[config.mk]
export PLATFORM = sky130hd
export DESIGN_NAME = output_store_control
export DESIGN_NICKNAME = d
export VERILOG_FILES = /design/src/rtl/output_store_control.sv
export SDC_FILE = /design/constraint.sdc
export NUM_CORES = 1
export LEC_CHECK = 0
export ABC_AREA = 1
export CAP_MARGIN = 20
export CORE_MARGIN = 4
export CORE_UTILIZATION = 43
export DETAILED_ROUTE_END_ITERATION = 10
export PLACE_DENSITY = 0.69
export SLEW_MARGIN = 30
export SYNTH_ARGS = -nofsm -noshare
export SYNTH_HDL_FRONTEND = slang
export SYNTH_SLANG_ARGS = --single-unit
[constraint.sdc]
create_clock -name clk -period 2.5 [get_ports clk]
set_clock_uncertainty 0.15 [all_clocks]
set_input_delay 0.75 -clock clk [delete_from_list [all_inputs] [get_ports clk]]
set_output_delay 0.75 -clock clk [all_outputs]
set_load 0.01 [all_outputs]
[src/rtl/output_store_control.sv]
// Drains systolic-array result rows into the output feature-map BRAM, one element per cycle.
// Latency: a row accepted at edge k is written during cycles k+1..k+Neff (registered write port).
// Backpressure: in_ready is high only while waiting for a row; the source holds row_valid until accepted.
// Optional ReLU clamp on write data is enabled by defining OUTPUT_STORE_RELU_EN.
module output_store_control #(
  parameter int data_size     = 8,
  parameter int array_size    = 9,
  parameter int dim_data_size = 8,
  parameter int addr_size     = 14
) (
  input  logic                             clk,
  input  logic                             reset,
  input  logic                             enable,
  input  logic [addr_size-1:0]             initial_address,
  input  logic [dim_data_size-1:0]         output_size,
  input  logic [dim_data_size-1:0]         number_filters,
  input  logic                             row_valid,
  input  logic [array_size*data_size-1:0]  row_data,
  output logic                             in_ready,
  output logic                             mem_we,
  output logic [addr_size-1:0]             mem_addr,
  output logic [data_size-1:0]             mem_wdata,
  output logic                             busy,
  output logic                             done
);

  typedef enum logic [1:0] {S_IDLE, S_CAPTURE, S_WRITE, S_DONE} state_t;

  localparam logic [dim_data_size-1:0] ARR_DIM  = dim_data_size'(array_size);
  localparam logic [dim_data_size-1:0] DIM_ONE  = dim_data_size'(1);
  localparam logic [addr_size-1:0]     ADDR_ONE = addr_size'(1);

  state_t                          state_q, state_d;
  logic [addr_size-1:0]            waddr_q, waddr_d;   // next address to write
  logic [dim_data_size-1:0]        neff_q, neff_d;
  logic [dim_data_size-1:0]        nfilt_q, nfilt_d;
  logic [dim_data_size-1:0]        col_q, col_d;
  logic [dim_data_size-1:0]        row_q, row_d;
  logic [dim_data_size-1:0]        filt_q, filt_d;
  logic [array_size*data_size-1:0] buf_q, buf_d;
  logic                            we_q, we_d;
  logic [addr_size-1:0]            addr_q, addr_d;
  logic [data_size-1:0]            wdata_q, wdata_d;

  // Pick element idx of a row; optionally clamp negatives to zero.
  function automatic logic [data_size-1:0] sel_elem(
    input logic [array_size*data_size-1:0] row,
    input logic [dim_data_size-1:0]        idx
  );
    logic [data_size-1:0] e;
    e = '0;
    for (int i = 0; i < array_size; i++) begin
      if (int'(idx) == i) e = row[i*data_size +: data_size];
    end
`ifdef OUTPUT_STORE_RELU_EN
    if (e[data_size-1]) e = '0;
`else
    e = e;
`endif
    return e;
  endfunction

  // Next-state and write-port logic. Addresses are consecutive across columns,
  // rows and filters, so a single running address realises base+f*N*N+r*N+c.
  always_comb begin
    state_d = state_q;
    waddr_d = waddr_q;
    neff_d  = neff_q;
    nfilt_d = nfilt_q;
    col_d   = col_q;
    row_d   = row_q;
    filt_d  = filt_q;
    buf_d   = buf_q;
    we_d    = 1'b0;
    addr_d  = addr_q;
    wdata_d = wdata_q;
    case (state_q)
      S_IDLE: begin
        if (enable) begin
          neff_d  = (output_size > ARR_DIM) ? ARR_DIM : output_size;
          nfilt_d = number_filters;
          waddr_d = initial_address;
          col_d   = '0;
          row_d   = '0;
          filt_d  = '0;
          state_d = (number_filters == '0 || output_size == '0) ? S_DONE : S_CAPTURE;
        end
      end
      S_CAPTURE: begin
        if (row_valid) begin
          buf_d   = row_data;
          we_d    = 1'b1;
          addr_d  = waddr_q;
          waddr_d = waddr_q + ADDR_ONE;
          wdata_d = sel_elem(row_data, '0);
          col_d   = '0;
          state_d = S_WRITE;
        end
      end
      S_WRITE: begin
        if (col_q == neff_q - DIM_ONE) begin
          if (row_q != neff_q - DIM_ONE) begin
            row_d   = row_q + DIM_ONE;
            state_d = S_CAPTURE;
          end else if (filt_q != nfilt_q - DIM_ONE) begin
            row_d   = '0;
            filt_d  = filt_q + DIM_ONE;
            state_d = S_CAPTURE;
          end else begin
            state_d = S_DONE;
          end
        end else begin
          col_d   = col_q + DIM_ONE;
          we_d    = 1'b1;
          addr_d  = waddr_q;
          waddr_d = waddr_q + ADDR_ONE;
          wdata_d = sel_elem(buf_q, col_q + DIM_ONE);
        end
      end
      S_DONE: begin
        if (!enable) state_d = S_IDLE;
      end
      default: state_d = S_IDLE;
    endcase
  end

  // State and datapath registers; reset aborts any job in flight.
  always_ff @(posedge clk or negedge reset) begin
    if (!reset) begin
      state_q <= S_IDLE;
      waddr_q <= '0;
      neff_q  <= '0;
      nfilt_q <= '0;
      col_q   <= '0;
      row_q   <= '0;
      filt_q  <= '0;
      buf_q   <= '0;
      we_q    <= 1'b0;
      addr_q  <= '0;
      wdata_q <= '0;
    end else begin
      state_q <= state_d;
      waddr_q <= waddr_d;
      neff_q  <= neff_d;
      nfilt_q <= nfilt_d;
      col_q   <= col_d;
      row_q   <= row_d;
      filt_q  <= filt_d;
      buf_q   <= buf_d;
      we_q    <= we_d;
      addr_q  <= addr_d;
      wdata_q <= wdata_d;
    end
  end

  assign in_ready  = (state_q == S_CAPTURE);
  assign busy      = (state_q != S_IDLE);
  assign done      = (state_q == S_DONE);
  assign mem_we    = we_q;
  assign mem_addr  = addr_q;
  assign mem_wdata = wdata_q;

endmodule
# After elaboration in Yosys (flattened, before gate mapping)
# Index checks and enable logic that the tools add are counted.
[word_totals]
elab_cells = 99
input_bits = 106
reg_bits = 151
[classes]
add_sub_neg = 6
mux = 43
n_lt_le_gt_ge = 1
n_reduce_logical = 16
eq_ne = 22
[ops]
columns = ["operator", "count"]
rows = [
  ["$mux W8", 21],
  ["$mux W14", 5],
  ["$pmux W8 S2", 3],
  ["$pmux W14 S3", 1],
  ["$eq A8 B4 Y1 const B", 4],
  ["$pmux W14 S2", 1],
  ["$add A8 B1 Y8 const B", 3],
  ["$logic_not A8 Y1", 3],
  ["$pmux W8 S3", 1],
  ["$eq A8 B3 Y1 const B", 2],
  ["$ne A8 B8 Y1", 2],
  ["$sub A8 B1 Y8 const B", 2],
  ["$add A14 B1 Y14 const B", 1],
  ["$mux W2", 7],
  ["$ne A2 B2 Y1 const B", 7],
  ["$reduce_and A4 Y1", 3],
  ["$eq A8 B2 Y1 const B", 1],
  ["$eq A8 B5 Y1 const B", 1],
  ["$eq A8 B8 Y1", 1],
  ["$gt A8 B4 Y1 const B", 1],
  ["$pmux W2 S4", 1],
  ["$reduce_bool A2 Y1", 3],
  ["$reduce_and A5 Y1", 1],
  ["$eq A2 B2 Y1 const B", 2],
  ["other kinds (9)", 11],
]

# Longest topological paths before layout
# Gate-level depths: netlist (run 1).
[depth]
ltp_word = 13
ltp_mapped = 21
ltp_nobuf = 20

# Worst setup path before layout (run 1)
# OpenSTA, ideal clock, no wires.
[synth_path]
path_type = "flip-flop to flip-flop"
startpoint = "reg col_q[0]"
endpoint = "reg wdata_q[2], in the netlist mem_wdata[2]"
slack_ns = 0.136
period_less_slack_ns = 2.364
path_stages_with_launch = 17
setup_time_ns = 0.122
arrival_ns = 2.092
path_buffers = 1
required_ns = 2.228
cell_sequence = "dfrtp_1 > ha_1 > nand3_1 > nand2_1 > nand2_1 > nand3_4 > nor2_8 > nand2_4 > buf_6 > o21ai_1 > inv_1 > a21oi_1 > o21bai_1 > nand2_1 > nand2_1 > nand2_1 > a21oi_2"
[synth_between]
elab_chain_cells = 13
[synth_lines]
columns = ["element", "line", "source"]
rows = [
  ["from (decl)", "37", "logic [dim_data_size-1:0] col_q, col_d;"],
  ["from (signal assigned)", "146", "col_q <= col_d;"],
  ["$add A8 B1 Y8", "117", "wdata_d = sel_elem(buf_q, col_q + DIM_ONE);"],
  ["$logic_not A8 Y1", "53", "if (int'(idx) == i) e = row[i*data_size +: data_size];"],
  ["$mux W8 (9 in series)", "53", ""],
  ["$mux W8", "101", "if (col_q == neff_q - DIM_ONE) begin"],
  ["$pmux W8 S2", "77", "case (state_q)"],
  ["to (signal assigned)", "152", "wdata_q <= wdata_d;"],
  ["to (decl)", "43", "logic [data_size-1:0] wdata_q, wdata_d;"],
]
# Several ways; a longest one is shown, not always the timed one. The select of a mux whose other input is x is not followed.
# A chain may end at the register's enable or synchronous reset.

# Worst setup path in the final report (run 1)
[layout_path]
startpoint = "reg col_q[0]"
endpoint = "reg wdata_q[0], in the netlist mem_wdata[0]"
# The elaborated chain is that of the path after synthesis.

==> results of run 1 <==
-- placed cells by master (no fill, tap or decap), types with 4 or more instances in the layout --
cell type / n
ha_1: 7
buf_12: 12
inv_1: 124
clkinvlp_4: 4
nand2_4: 8
mux2_2: 55
o21ai_1: 24
nand3_1: 32
dfrtp_1: 149
buf_6: 11
nor3_1: 9
nand3_2: 9
clkbuf_16: 18
nor4_1: 7
xor2_1: 37
nor2_2: 8
o21ai_2: 8
a21oi_1: 32
nor2_4: 6
o211ai_1: 10
a21oi_2: 14
nand4_1: 16
buf_4: 43
o21ai_0: 77
inv_2: 7
nand2_2: 25
nand3_4: 7
nor2_1: 60
nand2_1: 153
xnor2_1: 7
inv_6: 7
clkdlybuf4s50_1: 127
-- how the worst min path moves through the flow --
stage	from	end	slack, ns
6_report	reset	nfilt_q[6]	0.1
5_1_grt	reset	nfilt_q[6]	0.12
4_1_cts	reset	nfilt_q[6]	0.1
3_5_place_dp	mem_addr[9]	mem_addr[9]	0.32
3_3_place_gp	mem_addr[10]	mem_addr[10]	0.31
2_1_floorplan	reset	buf_q[0]	0.30
-- final cells by class --
cell class | instances | area [µm²] | share of cell area
inverter | 135 | 519 | 0.0448
sequential | 151 | 3780 | 0.326
tap | 260 | 325 | 0.0281
timing repair buffer | 198 | 2020 | 0.175
clock inverter | 15 | 168 | 0.0145
clock buffer | 17 | 425 | 0.0367
multi-input combinational | 650 | 4350 | 0.375
-- synthesized netlist by cell type (all sizes together) --
library cell,count
a21oi,47
clkbuf,20
mux2,55
a22oi,1
nand3b,1
xnor2,9
nor3,13
clkinv,2
or2,2
nand3,47
a31oi,3
dlygate4sd1,1
inv,133
o21ai,109
nand2,188
o41ai,1
ha,13
nand4,19
dfrtp,151
o211ai,10
xor2,42
nor4,7
o21bai,7
buf,14
nor2,75
-- flip-flops by register name, summed over array words and instances, names as in the netlist --
signal and count:
neff_q 8, col_q 8, buf_q 72, waddr_q 14, nfilt_q 8, row_q 8
mem_we 1, mem_wdata 8, filt_q 8, mem_addr 14, state_q 2
-- metal layers --
| metal | vias up | share of wire | global-route usage |
|---|---|---|---|
| li1 | 3512 | - | - |
| met1 | 3379 | 0.45 | 0.274 |
| met2 | 128 | 0.49 | 0.319 |
| met3 | 21 | 0.050 | 0.0564 |
| met4 | 0 | 0.012 | 0.0419 |
| met5 | - | 0 | 0 |
-- kinds of logic after synthesis --
kind of cell	count (synthesis)	share of synthesized area
multiplexers	55	0.0740
AO/OA/AOI/OAI	178	0.115
buffers and inverters	170	0.0867
flip-flops	151	0.451
XOR/XNOR	51	0.0542
adder cells (fa/ha/maj)	13	0.0194
AND/OR/NAND/NOR	352	0.199
-- power by group through the flow --
stage                     clock [mW]  sequential (mW)  combinational, mW
after detailed placement           0             2.49              0.248
final                           2.61             2.44              0.244
after floorplan                    0             2.49            0.00486
after global routing            2.75             2.44              0.264
after CTS                       2.65             2.44              0.250
after global placement             0             2.49              0.249
-- per-stage QoR --
stage          total power [mW]  std cells   util  hold slack [ns]  worst slack [ns]
6_report                   5.29       1426  0.612           0.0966          -0.00135
5_1_grt                    5.45       1426  0.612            0.121            -0.146
4_1_cts                    5.34       1416  0.589           0.0986           0.00357
3_5_place_dp               2.74       1373  0.542            0.325            -0.142
3_3_place_gp               2.74       1373  0.542            0.314            -0.105
2_1_floorplan              2.49        970      -            0.304             0.136
-- critical path: cells and delay by family (launching register included) --
| family | cells | cell delay [ns] |
|---|---|---|
| AND/OR/NAND/NOR | 10 | 0.96 |
| flip-flops | 1 | 0.41 |
| AO/OA/AOI/OAI | 2 | 0.22 |
| buffers and inverters | 5 | 0.64 |
-- what timing repair did --
item | CTS | global route
resized for setup | 46 | 94
setup endpoints to repair | 48 | 61
pin swaps | 20 | 32
cloned | 0 | 3
setup buffers | 11 | 7
==> results.md, run 1 <==
- CP Class: reg -> reg
- Largest net degree at the start of global routing: 43
- Synth area leader: dfrtp_1
- Hold Vio Cnt, Final: 0
- Vias in the first global route: 6833
- Sink Count: 151
- Total die area: 0.0218 mm²
- Final min period: 2.50 ns
- Post-Syn Area: 0.00837 mm²
- Vias/cell: 4.94
- Max cap viols: 0
- Comb pwr share: 0.046
- YS warnings: 0
- Cell-internal power: 4.09 mW
- Crit. End Element: flip-flop
- Initial antenna violation count: 0
- Seq cells post-synth: 151
- Max IR drop VDD: 471 µV
- Total negative slack: -0.00135 ns
- Drt wl/cell: 15.7 µm
- Setup crit start kind: flip-flop
- Routed vias: 7040
- Sw Pwr: 1.20 mW
- Post-synth cell types: 44
- Final slew viol count: 0
- Worst reg2reg path startpoint: col_q[0]
- Failing checks: negative setup slack
- CTS Buf Count: 17
- Static Leak: 5.61 nW
- Worst Setup SP: col_q[0]
- Sw Share: 0.227
- Fin crit share: 1.00
- Cells after Synth: 970
- Max incr delay on CP: 0.41 ns
- Fillers: 1576
- CTS root buf: clkbuf_16
- Layout area overhead: 38.4%
- Clock insertion delay at the later pin of the skew report: 0.43 ns
- Post-route cell area: 0.0116 mm²
- Share of layout cells above drive strength 1: 0.241
- Final WS setup: -0.00135 ns
- Peak Freq: 400 MHz
- H-tree depth: 4
- Slowest-stage cell, CP: dfrtp_1
- IO Count: 132
- RSZ-0062 raised after global routing: true
- Nets: 1272
- WP data required: 2.66 ns
- Arr. time, crit path: 2.66 ns
- Syn Nets: 1089
- DP Wirelength: 15700 µm
- Drt pass-1 iters: 5
- Port Buf Inserts: 131
- CTS tree: built
- 1st-iter DRT viols: 405
- Initial Utilization: 0.442
- Synth top area share: 0.451
- Clk slew on worst S/H paths: 0.06 ns
- Flop pwr share: 0.462
- Clock buffer depth: 2
- GRT Residual Overflow: 0
- Cell mode on critical path: nand2_1
- Reg2reg path depth: 17
- Actual slew at the worst max-slew pin: 0.518 ns
- Detailed Route WL: 22300 µm
- All-Layer GR Usage: 0.200
- Global-route wire length before repair: 35100 µm
- DP Area: 0.0103 mm²
- Worst setup path end: mem_wdata[0]
- Outcome: complete, but fails checks
- N_diodes: 0
- Die X: 148 µm
- Core area: 0.0190 mm²
- Site row count: 50
- RR Endpoint: mem_wdata[0]
- Hold_buf cts: 0
- Top cells by area, synth: dfrtp_1 45%, nand2_1 7.8%, mux2_2 7.4%
- Worst reg2reg setup slack: -0.001 ns
- CP Cell Sequence: buf_6 > nand2_4 > nor2_4 > nand2_2 > nand2_4 > nand3_4 > nor2_8 > buf_12 > buf_6 > nand3_4 > clkbuf_16 > o21ai_0 > inv_1 > nand2_1 > nand2_1 > nand2_1 > a21oi_2
- Syn Area/Cell: 8.63 µm²
- Total power divided by cell area: 456 mW/mm²
- Critical Path Fanout Max: 7
- Drc violations: 0
- Routed Antenna Nets: 0
- Die H: 148 µm
- GP Congestion: 0.895
- Hold Path Class: in -> async
- Sequential area share after synthesis: 0.451
- Slew headroom: 0.652
- Final setup violating endpoints: 1
- Clock Power Share: 0.492
Note: power is estimated with default switching activity, not from simulation.
==> run 2: changes to the inputs <==
- CAP_MARGIN: 20 -> 5
==> results of run 2 <==
No change in the layout: final DEF, timing and power equal those of run 1.
==> run 3: changes to the inputs <==
- CORE_ASPECT_RATIO: default -> 1.25
==> results.md, run 3 (synthesized netlist as in run 1, its figures left out) <==
- Crit. End Element: flip-flop
- Drt wl/cell: 15.8 µm (+1.1%)
- WP data required: 2.67 ns (about the same)
- Die H: 164 µm (+11%)
- Max IR drop VDD: 507 µV (+7.7%)
- Drc violations: 0 (unchanged)
- Port Buf Inserts: 131 (unchanged)
- Critical Path Fanout Max: 7 (unchanged)
- Arr. time, crit path: 2.74 ns (+0.08 ns)
- Static Leak: 5.67 nW (+1.1%)
- Clock Power Share: 0.520 (+0.028)
- Failing checks: negative setup slack
- Post-route cell area: 0.0117 mm² (+0.58%)
- Nets: 1291 (+1.5%)
- All-Layer GR Usage: 0.204 (+0.00380)
- Slew headroom: 0.665 (+0.0127)
- Fillers: 1601 (+1.6%)
- Outcome: complete, but fails checks
- DP Wirelength: 16400 µm (+4.0%)
- Commonest cells after routing, fill and taps aside: 155 x nand2_1, 148 x dfrtp_1, 127 x clkdlybuf4s50_1
- Hold Vio Cnt, Final: 0 (unchanged)
- CP Class: reg -> reg
- GP Congestion: 0.883 (-1.3%)
- Largest net degree at the start of global routing: 50 (+16%)
- Initial Utilization: 0.441 (-0.000757)
- Largest register FFs: 72 (unchanged)
- Vias in the first global route: 7270 (+6.4%)
- Die X: 133 µm (-10%)
- Comb pwr share: 0.044 (-0.002)
- Final setup violating endpoints: 7 (+6)
- 1st-iter DRT viols: 366 (-9.6%)
- Total power divided by cell area: 480 mW/mm² (+5.1%)
- Vias/cell: 5.02 (+1.8%)
- IO Count: 132 (unchanged)
- Max cap viols: 0 (unchanged)
- Global-route wire length before repair: 35400 µm (+0.71%)
- CTS tree: built
- Core area: 0.0190 mm² (+0.17%)
- CTS Buf Count: 17 (unchanged)
- Share of layout cells above drive strength 1: 0.246 (+0.00542)
- Total negative slack: -0.302 ns (-0.300 ns)
- Routed vias: 7266 (+3.2%)
- Layout area overhead: 39.3%
- Setup WS pre-CTS: -0.122 ns (+0.0202 ns)
- Setup crit start kind: flip-flop
- Final slew viol count: 0 (unchanged)
- Sw Pwr: 1.14 mW (-5.3%)
- Sink Count: 151 (unchanged)
- GRT Residual Overflow: 0 (unchanged)
- Site row count: 56 (+12%)
- Flop pwr share: 0.437 (-0.025)
- Clock insertion delay at the later pin of the skew report: 0.43 ns (about the same)
- RSZ-0062 raised after global routing: true
- Final WS setup: -0.0735 ns (-0.0722 ns)
- Detailed Route WL: 22900 µm (+2.5%)
- H-tree depth: 4 (unchanged)
- Largest Register: buf_q
- Clk slew on worst S/H paths: 0.06 ns (about the same)
- Actual slew at the worst max-slew pin: 0.503 ns (-0.0150 ns)
- Total die area: 0.0218 mm² (about the same)
- DP Area: 0.0104 mm² (+1.0%)
- Multi-input logic area: 0.00422 mm² (-3.0%)
- Hold Path Class: in -> async
- Initial antenna violation count: 0 (unchanged)
- Clock buffer depth: 2 (unchanged)
- FF/Latch Area: 0.00378 mm² (about the same)
- Sw Share: 0.203 (-0.0237)
- Peak Freq: 389 MHz (-2.8%)
- Routed Antenna Nets: 0 (unchanged)
- CTS root buf: clkbuf_16
- Final min period: 2.57 ns (+0.0722 ns)
- Commonest non-fill, non-tap cell in the layout: nand2_1
- Cell-internal power: 4.46 mW (+9.0%)
- N_diodes: 0 (unchanged)
- Drt pass-1 iters: 5 (unchanged)
- Fin crit share: 1.03 (+0.0289)
-- run 3: cell count changes in the layout (fill, tap and decap cells not counted), moves of 4 or more --
cell / before / now
buf_4: 43 / 59
inv_1: 124 / 119
nand3_2: 9 / 14
o21bai_1: 3 / 7
o21ai_2: 8 / 4
o21ai_0: 77 / 72
inv_6: 7 / 1
o21ai_1: 24 / 32
inv_2: 7 / 12
-- run 3: worst paths after layout --
kind,to,start,cells after the start,slack [ns]
worst max register to register,mem_wdata[7],col_q[0],18,-0.07
worst max-delay path,mem_wdata[7],col_q[0],18,-0.07
min in group clk,mem_addr[11],mem_addr[11],2,0.34
worst min-delay path,buf_q[20],reset,1,0.12
max in group asynchronous,buf_q[4],reset,2,1.50
worst min register to register,mem_addr[11],mem_addr[11],2,0.34
-- run 3: cell type report --
| type | count | share of cell area |
|---|---|---|
| multi-input combinational | 652 | 0.362 |
| sequential | 151 | 0.324 |
| timing repair buffer | 215 | 0.185 |
| inverter | 135 | 0.0440 |
| clock buffer | 22 | 0.0407 |
| tap | 261 | 0.0280 |
| clock inverter | 10 | 0.0164 |
-- run 3: repair_timing --
action / CTS / global route
buffers inserted: 7 / 18
pin swaps: 5 / 67
hold buffers: 0 / 0
endpoints found under the hold margin: 0 / 0
gates resized for setup: 25 / 101
endpoints found under the setup margin: 30 / 60
cloned: 1 / 3
-- run 3: critical path: stages (launching register included) --
cell and delay [ns]:
dfrtp_1 0.41, buf_6 0.15, nand2_4 0.05, nor2_4 0.14
nand2_2 0.07, nand2_2 0.10, nand3_4 0.11, nor2_8 0.17
buf_12 0.14, nand2_8 0.07, buf_6 0.14, o21ai_1 0.11
inv_1 0.06, a21oi_2 0.21, o21bai_1 0.10, nand2_1 0.08
nand2_1 0.05, nand2_1 0.07, a21oi_1 0.06
-- run 3: power groups by stage --
| stage | logic (mW) | clock network, mW | registers (mW) |
|---|---|---|---|
| final | 0.245 | 2.91 | 2.44 |
| after global routing | 0.266 | 3.05 | 2.44 |
| after CTS | 0.251 | 2.94 | 2.44 |
| after detailed placement | 0.249 | 0 | 2.49 |
| after global placement | 0.249 | 0 | 2.49 |
| after floorplan | 0.00486 | 0 | 2.49 |
-- run 3: metal layers --
metal / vias to the layer above / part of all wire / GRT usage
met1: 3470 / 0.41 / 0.241
li1: 3565 / - / -
met4: 0 / 0.031 / 0.0733
met5: - / 0 / 0
met2: 185 / 0.52 / 0.369
met3: 46 / 0.040 / 0.0377
-- run 3: metrics by stage --
step	hold WS [ns]	std cells	total power, mW	utilization
CTS	0.138	1428	5.63	0.590
finish	0.121	1446	5.60	0.614
floorplan	0.304	970	2.49	-
global placement	0.320	1388	2.74	0.547
global route	0.155	1446	5.76	0.614
detailed placement	0.326	1388	2.74	0.547
